$ cat src/rtl/gpu_fill_sched.sv
// Command scheduler for the rectangle-fill engine: buffers normalised, clamped
// fill commands and sequences the engine's start level one rectangle at a time.
module gpu_fill_sched #(
  parameter int unsigned WIDTH_BITS   = 10,
  parameter int unsigned HEIGHT_BITS  = 9,
  parameter int unsigned CHANNEL_BITS = 8,
  parameter int unsigned SCREEN_W     = 640,
  parameter int unsigned SCREEN_H     = 480,
  parameter int unsigned DEPTH        = 4
) (
  input  logic                         clk,
  input  logic                         rst,
  input  logic                         cmd_valid_i,
  output logic                         cmd_ready_o,
  input  logic [WIDTH_BITS-1:0]        cmd_x1_i,
  input  logic [HEIGHT_BITS-1:0]       cmd_y1_i,
  input  logic [WIDTH_BITS-1:0]        cmd_x2_i,
  input  logic [HEIGHT_BITS-1:0]       cmd_y2_i,
  input  logic [CHANNEL_BITS-1:0]      cmd_r_i,
  input  logic [CHANNEL_BITS-1:0]      cmd_g_i,
  input  logic [CHANNEL_BITS-1:0]      cmd_b_i,
  input  logic                         abort_i,
  output logic [WIDTH_BITS-1:0]        fill_x1_o,
  output logic [HEIGHT_BITS-1:0]       fill_y1_o,
  output logic [WIDTH_BITS-1:0]        fill_x2_o,
  output logic [HEIGHT_BITS-1:0]       fill_y2_o,
  output logic [CHANNEL_BITS-1:0]      fill_r_o,
  output logic [CHANNEL_BITS-1:0]      fill_g_o,
  output logic [CHANNEL_BITS-1:0]      fill_b_o,
  output logic                         fill_start_o,
  input  logic                         fill_done_i,
  output logic                         rect_done_o,
  output logic                         idle_o,
  output logic [$clog2(DEPTH+1)-1:0]   cmd_count_o
);

  localparam int unsigned CW = $clog2(DEPTH + 1);
  localparam int unsigned PW = $clog2(DEPTH);
  localparam int unsigned EW = 2 * WIDTH_BITS + 2 * HEIGHT_BITS + 3 * CHANNEL_BITS;
  localparam logic [WIDTH_BITS-1:0]  XMAX = WIDTH_BITS'(SCREEN_W - 1);
  localparam logic [HEIGHT_BITS-1:0] YMAX = HEIGHT_BITS'(SCREEN_H - 1);

  // FETCH is the cycle after the pop: the head is already in the fill registers
  // but LOAD (start low, coordinates stable) has not been entered yet.
  typedef enum logic [2:0] {S_IDLE, S_FETCH, S_LOAD, S_RUN, S_RELEASE} state_t;

  state_t                r_state, w_state_nxt;
  logic [EW-1:0]         r_mem [DEPTH];
  logic [PW-1:0]         r_wr, r_rd;
  logic [CW-1:0]         r_count, w_count_nxt;
  logic                  r_start, r_rect_done, r_idle, w_rect_done_nxt;
  logic [EW-1:0]         r_fill, w_entry;
  logic                  w_push, w_pop;
  logic [WIDTH_BITS-1:0]  w_xlo, w_xhi;
  logic [HEIGHT_BITS-1:0] w_ylo, w_yhi;

  always_comb begin
    w_xlo = (cmd_x1_i < cmd_x2_i) ? cmd_x1_i : cmd_x2_i;
    w_xhi = (cmd_x1_i < cmd_x2_i) ? cmd_x2_i : cmd_x1_i;
    w_ylo = (cmd_y1_i < cmd_y2_i) ? cmd_y1_i : cmd_y2_i;
    w_yhi = (cmd_y1_i < cmd_y2_i) ? cmd_y2_i : cmd_y1_i;
    if (w_xlo > XMAX) w_xlo = XMAX;
    if (w_xhi > XMAX) w_xhi = XMAX;
    if (w_ylo > YMAX) w_ylo = YMAX;
    if (w_yhi > YMAX) w_yhi = YMAX;
    w_entry = {w_xlo, w_ylo, w_xhi, w_yhi, cmd_r_i, cmd_g_i, cmd_b_i};
  end

  assign cmd_ready_o = (r_count != CW'(DEPTH));
  assign w_push      = cmd_valid_i && cmd_ready_o && !abort_i;
  assign w_pop       = (r_state == S_IDLE) && (r_count != '0) && !abort_i;
  assign w_count_nxt = abort_i ? '0 : (r_count + CW'(w_push) - CW'(w_pop));

  always_comb begin
    w_state_nxt     = r_state;
    w_rect_done_nxt = 1'b0;
    case (r_state)
      S_IDLE:    if (w_pop) w_state_nxt = S_FETCH;
      S_FETCH:   w_state_nxt = abort_i ? S_IDLE : S_LOAD;
      S_LOAD:    w_state_nxt = abort_i ? S_RELEASE : S_RUN;
      S_RUN: begin
        if (abort_i) begin
          w_state_nxt = S_RELEASE;
        end else if (fill_done_i) begin
          w_state_nxt     = S_RELEASE;
          w_rect_done_nxt = 1'b1;
        end
      end
      S_RELEASE: if (!fill_done_i) w_state_nxt = S_IDLE;
      default:   w_state_nxt = S_IDLE;
    endcase
  end

  always_ff @(posedge clk) begin
    if (w_push) r_mem[r_wr] <= w_entry;
  end

  always_ff @(posedge clk) begin
    if (rst) begin
      r_state     <= S_IDLE;
      r_wr        <= '0;
      r_rd        <= '0;
      r_count     <= '0;
      r_fill      <= '0;
      r_start     <= 1'b0;
      r_rect_done <= 1'b0;
      r_idle      <= 1'b1;
    end else begin
      r_state     <= w_state_nxt;
      r_count     <= w_count_nxt;
      r_start     <= (w_state_nxt == S_RUN);
      r_rect_done <= w_rect_done_nxt;
      r_idle      <= (w_state_nxt == S_IDLE) && (w_count_nxt == '0);
      if (abort_i) begin
        r_wr <= '0;
        r_rd <= '0;
      end else begin
        if (w_push) r_wr <= r_wr + PW'(1);
        if (w_pop) begin
          r_rd   <= r_rd + PW'(1);
          r_fill <= r_mem[r_rd];
        end
      end
    end
  end

  assign {fill_x1_o, fill_y1_o, fill_x2_o, fill_y2_o, fill_r_o, fill_g_o, fill_b_o} = r_fill;
  assign fill_start_o = r_start;
  assign rect_done_o  = r_rect_done;
  assign idle_o       = r_idle;
  assign cmd_count_o  = r_count;

endmodule

$ cat config.mk
export PLATFORM = sky130hd
export DESIGN_NAME = gpu_fill_sched
export DESIGN_NICKNAME = d
export VERILOG_FILES = /design/src/rtl/gpu_fill_sched.sv
export SDC_FILE = /design/constraint.sdc
export NUM_CORES = 1
export LEC_CHECK = 0
export CAP_MARGIN = 15
export CORE_ASPECT_RATIO = 0.9
export CORE_MARGIN = 1
export CORE_UTILIZATION = 51
export DETAILED_ROUTE_END_ITERATION = 8
export GPL_TIMING_DRIVEN = 0
export PLACE_DENSITY = 0.76
export SETUP_SLACK_MARGIN = 0.15
export SLEW_MARGIN = 10
export SYNTH_ARGS = -nofsm -noshare
export SYNTH_HDL_FRONTEND = slang
export SYNTH_SLANG_ARGS = --single-unit
$ cat constraint.sdc
create_clock -name clk -period 3.32 [get_ports clk]
set_input_delay 0.996 -clock clk [delete_from_list [all_inputs] [get_ports clk]]
set_output_delay 0.996 -clock clk [all_outputs]
set_load 0.05 [all_outputs]
* Yosys cells after proc, flatten, opt, wreduce, memory -nomap -nowiden
Memories as Yosys holds them, arrays and structs flattened. A register that Yosys moved wholly into a read port is not among the register bits.
Index checks and enable logic that the tools add are counted.
** Word-level totals
- Output and inout port bits :: 69
- Input bits :: 67
- RAM bits :: 248
- Word-level logic and storage cells :: 58
- Memories :: 1
- Register bits :: 13
** Operators by class
- Bitwise operators :: 2
- Add/sub/neg operators :: 4
- Mux-type cells :: 19
- $lt $le $gt $ge :: 6
- Reduce and logical (&&, ||, !) cells :: 13
- Equality and inequality tests :: 6
** Memories
- r_mem :: words 4, bits a word 62, read ports 1, clocked after Yosys merged registers in 1, wr ports 1, RTL line 48 : logic [EW-1:0] r_mem [DEPTH];
** Operators with widths (number)
- $mux 10 :: 4
- $mux 9 :: 4
- $gt 10x10->1 const B :: 2
- $gt 9x9->1 const B :: 2
- $mux 3 :: 6
- $pmux 3 s5 :: 1
- $lt 10x10->1 :: 1
- $eq 3x2->1 const B :: 3
- $logic_not 3->1 :: 3
- $lt 9x9->1 :: 1
- $logic_and 1x1->1 :: 5
- $add 2x1->2 const B :: 2
- $add 3x1->3 :: 1
- $eq 3x1->1 const B :: 1
- $eq 3x3->1 const B :: 1
- $mux 1 :: 3
- $ne 3x3->1 const B :: 1
- $reduce_bool 3->1 :: 1
- $reduce_or 3->1 :: 1
- $sub 3x1->3 :: 1
- $mux 2 :: 1
- $not 1->1 :: 2
- $reduce_and 2->1 :: 1
- $reduce_or 2->1 :: 1
- $logic_not 1->1 :: 1

* Logic depth before layout (Yosys ltp)
- Depth after elaboration :: 8
- Mapped depth :: 14
- Gate-level depth less buffers :: 14

* Least setup slack after synthesis
Ideal clock, no wire load.
- Path type :: reg-to-reg
- Start :: register r_count[1] (netlist: cmd_count_o[1])
- End :: memory r_mem[0][0] in the netlist's numbering (enable)
- Buffers on the path :: 0
- Clock period less this slack :: 3.497 ns
- Required time :: 2.893 ns
- Stages on the path, launching flop included :: 6
- Arrival :: 3.070 ns
- Setup slack :: -0.177 ns
- Setup time :: 0.427 ns
- Cell sequence :: dfxtp_1 nor2_1 nand2_1 nand2_1 nor2_1 and2_1
** On the way
- Word-level cells in the longest chain between the ends :: 5
** Ends and longest elaborated chain
- start, declared :: RTL line 50 : logic [CW-1:0] r_count, w_count_nxt;
- start signal, assigned :: RTL line 110 : r_count <= w_count_nxt;
- $ne 3x3->1 :: RTL line 69 : assign cmd_ready_o = (r_count != CW'(DEPTH));
- net cmd_ready_o :: RTL line 14 : output logic cmd_ready_o,
- $logic_and 1x1->1 (2 in a row) :: RTL line 70 : assign w_push = cmd_valid_i && cmd_ready_o && !abort_i;
- $mux 1 :: RTL line 95 : if (w_push) r_mem[r_wr] <= w_entry;
- $mux 1 (not written as such) :: RTL line 95
- end, declared :: RTL line 48
The timed path passes the listed nets, and every way through them passes these cells.

* Worst setup path after layout
- Start :: register r_count[1] (netlist: cmd_count_o[1])
- End :: output port cmd_ready_o
** On the way
- Word-level cells in the longest chain between the ends :: 1
** Ends and longest elaborated chain (RTL line)
- $ne 3x3->1 :: 69
- end, declared :: 14
No other way between the ends.

==> metrics.txt <==
routed len/inst=19.37 µm; Setup WS post-layout=0.3477 ns; CTS tree=yes; Synth Area in Simple Gates=0.06714; xor-xnor portion of the synthesized cell area=0.003420; Final Hold Fails=0; Synth cell types=48; Net Sw Frac=0.2200; Layout Area Growth over Synthesis=22.90%; Commonest cells post-synth=248 x edfxtp_1, 126 x nand2_1, 75 x dfxtp_1; hold_ws=0.4508 ns; antenna-violating nets left=0; critical path startpoint category=register; Die Y=152.3 µm; Top delay family on crit path=buffers and inverters; gr usage total=0.2049; Post-DP HPWL=17,120 µm; Initial DRT Pass Iterations=5; largest family of logic cells by synthesized area=multiplexers; post_cts resized=2; vias in the first global route=7,210; Area contributors post-synth=edfxtp_1 58%, dfxtp_1 12%, mux4_2 11%; Num CTS Buffers=31; Slew headroom=0.4985; Nets=1,066; fin crit share=0.8953; clock root cell=clkbuf_16; Synth Area in Compound Gates=0.04163; Synth area leader=edfxtp_1; Crit path arrival time=1.98 ns; largest net degree at the start of global routing=43; Synth async-reset ratio=0; CP Depth=3; count leader, synth=edfxtp_1; Ys Warns=0; FF-to-FF End=idle_o$_SDFF_PP1_; Hold Path Depth=2; CP max FO=5; RePlAce Congestion=0.8066; full die area=0.02574 mm²; Vias/cell=5.422; # clock sinks=323; row cnt=54; Clock Power Share=0.394; final setup vio count=0; sequential share of power=0.511; syn avg cell area=15.94 µm²; Max Fclk=336.4 MHz; crit path buf inv count=1; Max Buffers Root-to-Sink=3; Die W=169.0 µm; area of the core=0.02446 mm²; Slew Limit Fails=0; FF-to-FF path depth=14; syn_nets=894; adder-cell area share of the yosys netlist=0.02404; critical path capture point type=primary output; Synth Flop Type=edfxtp_1; CP peak stage delay=0.81 ns; Yosys top cell area share=0.5816; cell with the largest stage delay on the worst path=clkdlybuf4s50_1; Worst EP required=2.32 ns; Post-synth EDFFs=248; status=completed; post-synthesis sequential area ratio=0.6989; RSZ-0062 raised after global routing=false; setup bufs post-CTS=0; Int Power=6.925 mW; leak pwr=5.222 nW; hold crit path type=register to register; Initial DRC Count=461; area of the mapped netlist=0.01280 mm²; initial antenna violation count=0; first-pass GRT wire length=40,290 µm; internal reg-to-reg setup slack=0.47 ns; ANT cells=0; power density cells=564.3 mW/mm²; Hold Crit Endpoint=r_fill[42]$_SDFFE_PP0P_; via count=7,238; layout cells sized above 1=0.1632; DRT Wirelength=25,860 µm; CTS Hold Buffers Added=0; Hold Path Origin=r_fill[42]$_SDFFE_PP0P_; max-cap violations=0; mux cell area share after synthesis=0.1395; Seq cells post-synth=323; worst slew pin tran=0.7523 ns; Switching Power=1.954 mW; Gate Count Post-Synth=803; H-tree depth=1; reg2reg start=cmd_count_o[1]$_SDFF_PP0_; io pins=136; # DRC=0; peak supply drop=0.3804 mV; Clock transition at path regs=0.06 ns; pre-CTS setup slack=-0.5297 ns; Congestion Overflow GR=0; Final min period=2.972 ns; total power=8.879 mW; Setup CP Type=register to primary output; Worst-Skew Late Latency=0.54 ns; crit-path cells=nor2_1 -> nand2_1 -> clkdlybuf4s50_1; clock skew=0.006472 ns; Port Buf Inserts=135; Comb power frac=0.095; Starting Density=0.5235
## worst register-to-register path, stage by stage, from the launching register on
cell      delay (ns)
dfxtp_1         0.45
nor3_2          0.09
nor4_4          0.26
nand2_4         0.18
inv_2           0.10
buf_2           0.24
ha_1            0.28
inv_1           0.06
ha_1            0.13
inv_1           0.05
fa_1            0.50
a21oi_1         0.07
a31oi_1         0.16
o211ai_1        0.11
o21bai_1        0.12
## cell type report
cell class | instances | area, µm²
well taps | 336 | 420.4
multi-input cells | 416 | 3546
repair buffers | 139 | 1460
clock inverters | 9 | 95.09
clock buffers | 48 | 940.9
plain buffers | 39 | 230.2
fillers | 1760 | 8723
inverters | 25 | 93.84
flip-flops and latches | 323 | 8949
## power groups by stage
stage | logic (mW) | registers, mW | clock network (mW)
2_1_floorplan | 0.398 | 4.75 | 0
3_3_place_gp | 0.823 | 4.62 | 0
3_5_place_dp | 0.848 | 4.62 | 0
4_1_cts | 0.852 | 4.54 | 3.56
5_1_grt | 0.912 | 4.55 | 3.71
6_report | 0.844 | 4.54 | 3.50
## logic make-up after synthesis
family | after synthesis
DFF | 323
and+or+nand+nor | 199
muxes | 100
AOI/OAI and AO/OA | 88
buffers and inverters | 64
adders and majority gates | 24
xor gates and xnor gates | 5
## metal layers
| metal | vias to the layer above | global-route usage | wire (µm) |
|---|---|---|---|
| li1 | 3346 | - | - |
| met1 | 3657 | 0.2825 | 11300 |
| met2 | 198 | 0.3499 | 12900 |
| met3 | 37 | 0.02987 | 1241 |
| met4 | 0 | 0.04076 | 412 |
| met5 | - | 0 | 0 |
## metrics by stage
| stage | util | instances | TNS [ns] | cell area [µm²] |
|---|---|---|---|---|
| after floorplan | - | 803 | 0 | 12810 |
| final | 0.6433 | 1335 | 0 | 15740 |
| after global placement | 0.5961 | 1274 | -98.36 | 14580 |
| after global routing | 0.6433 | 1335 | 0 | 15740 |
| after detailed placement | 0.6008 | 1278 | -3.357 | 14700 |
| after CTS | 0.6433 | 1335 | 0 | 15740 |
## cells in the final DEF (no fill, tap or decap), types with 4 or more instances in the layout
cell and n:
ha_1 23, buf_6 7, clkinv_2 4, clkbuf_16 32
nand2_1 126, inv_1 23, buf_16 4, buf_4 7
mux2_1 8, nand2_2 10, edfxtp_1 248, a21oi_1 60
a21oi_2 10, buf_2 4, and2_4 4, nand2b_1 5
mux2i_1 30, nor2_1 38, mux4_2 62, clkdlybuf4s50_1 134
clkbuf_8 8, clkbuf_1 27, dfxtp_1 75
## how the worst max path moves through the flow
stage / slack [ns] / from / end
2_1_floorplan: 0.25 / cmd_count_o[1]$_SDFF_PP0_ / idle_o$_SDFF_PP1_
3_3_place_gp: -0.50 / abort_i / idle_o$_SDFF_PP1_
3_5_place_dp: -0.53 / abort_i / idle_o$_SDFF_PP1_
4_1_cts: 0.33 / cmd_count_o[1]$_SDFF_PP0_ / cmd_ready_o
5_1_grt: 0.22 / cmd_count_o[1]$_SDFF_PP0_ / cmd_ready_o
6_report: 0.35 / cmd_count_o[1]$_SDFF_PP0_ / cmd_ready_o
## sequential cells by signal, summed over array words and instances (netlist names)
signal        count
r_state           3
cmd_count_o       3
r_rd              2
r_wr              2
r_mem           248
rect_done_o       1
r_fill           62
idle_o            1
fill_start_o      1
Power figures use the tool's default switching activity.
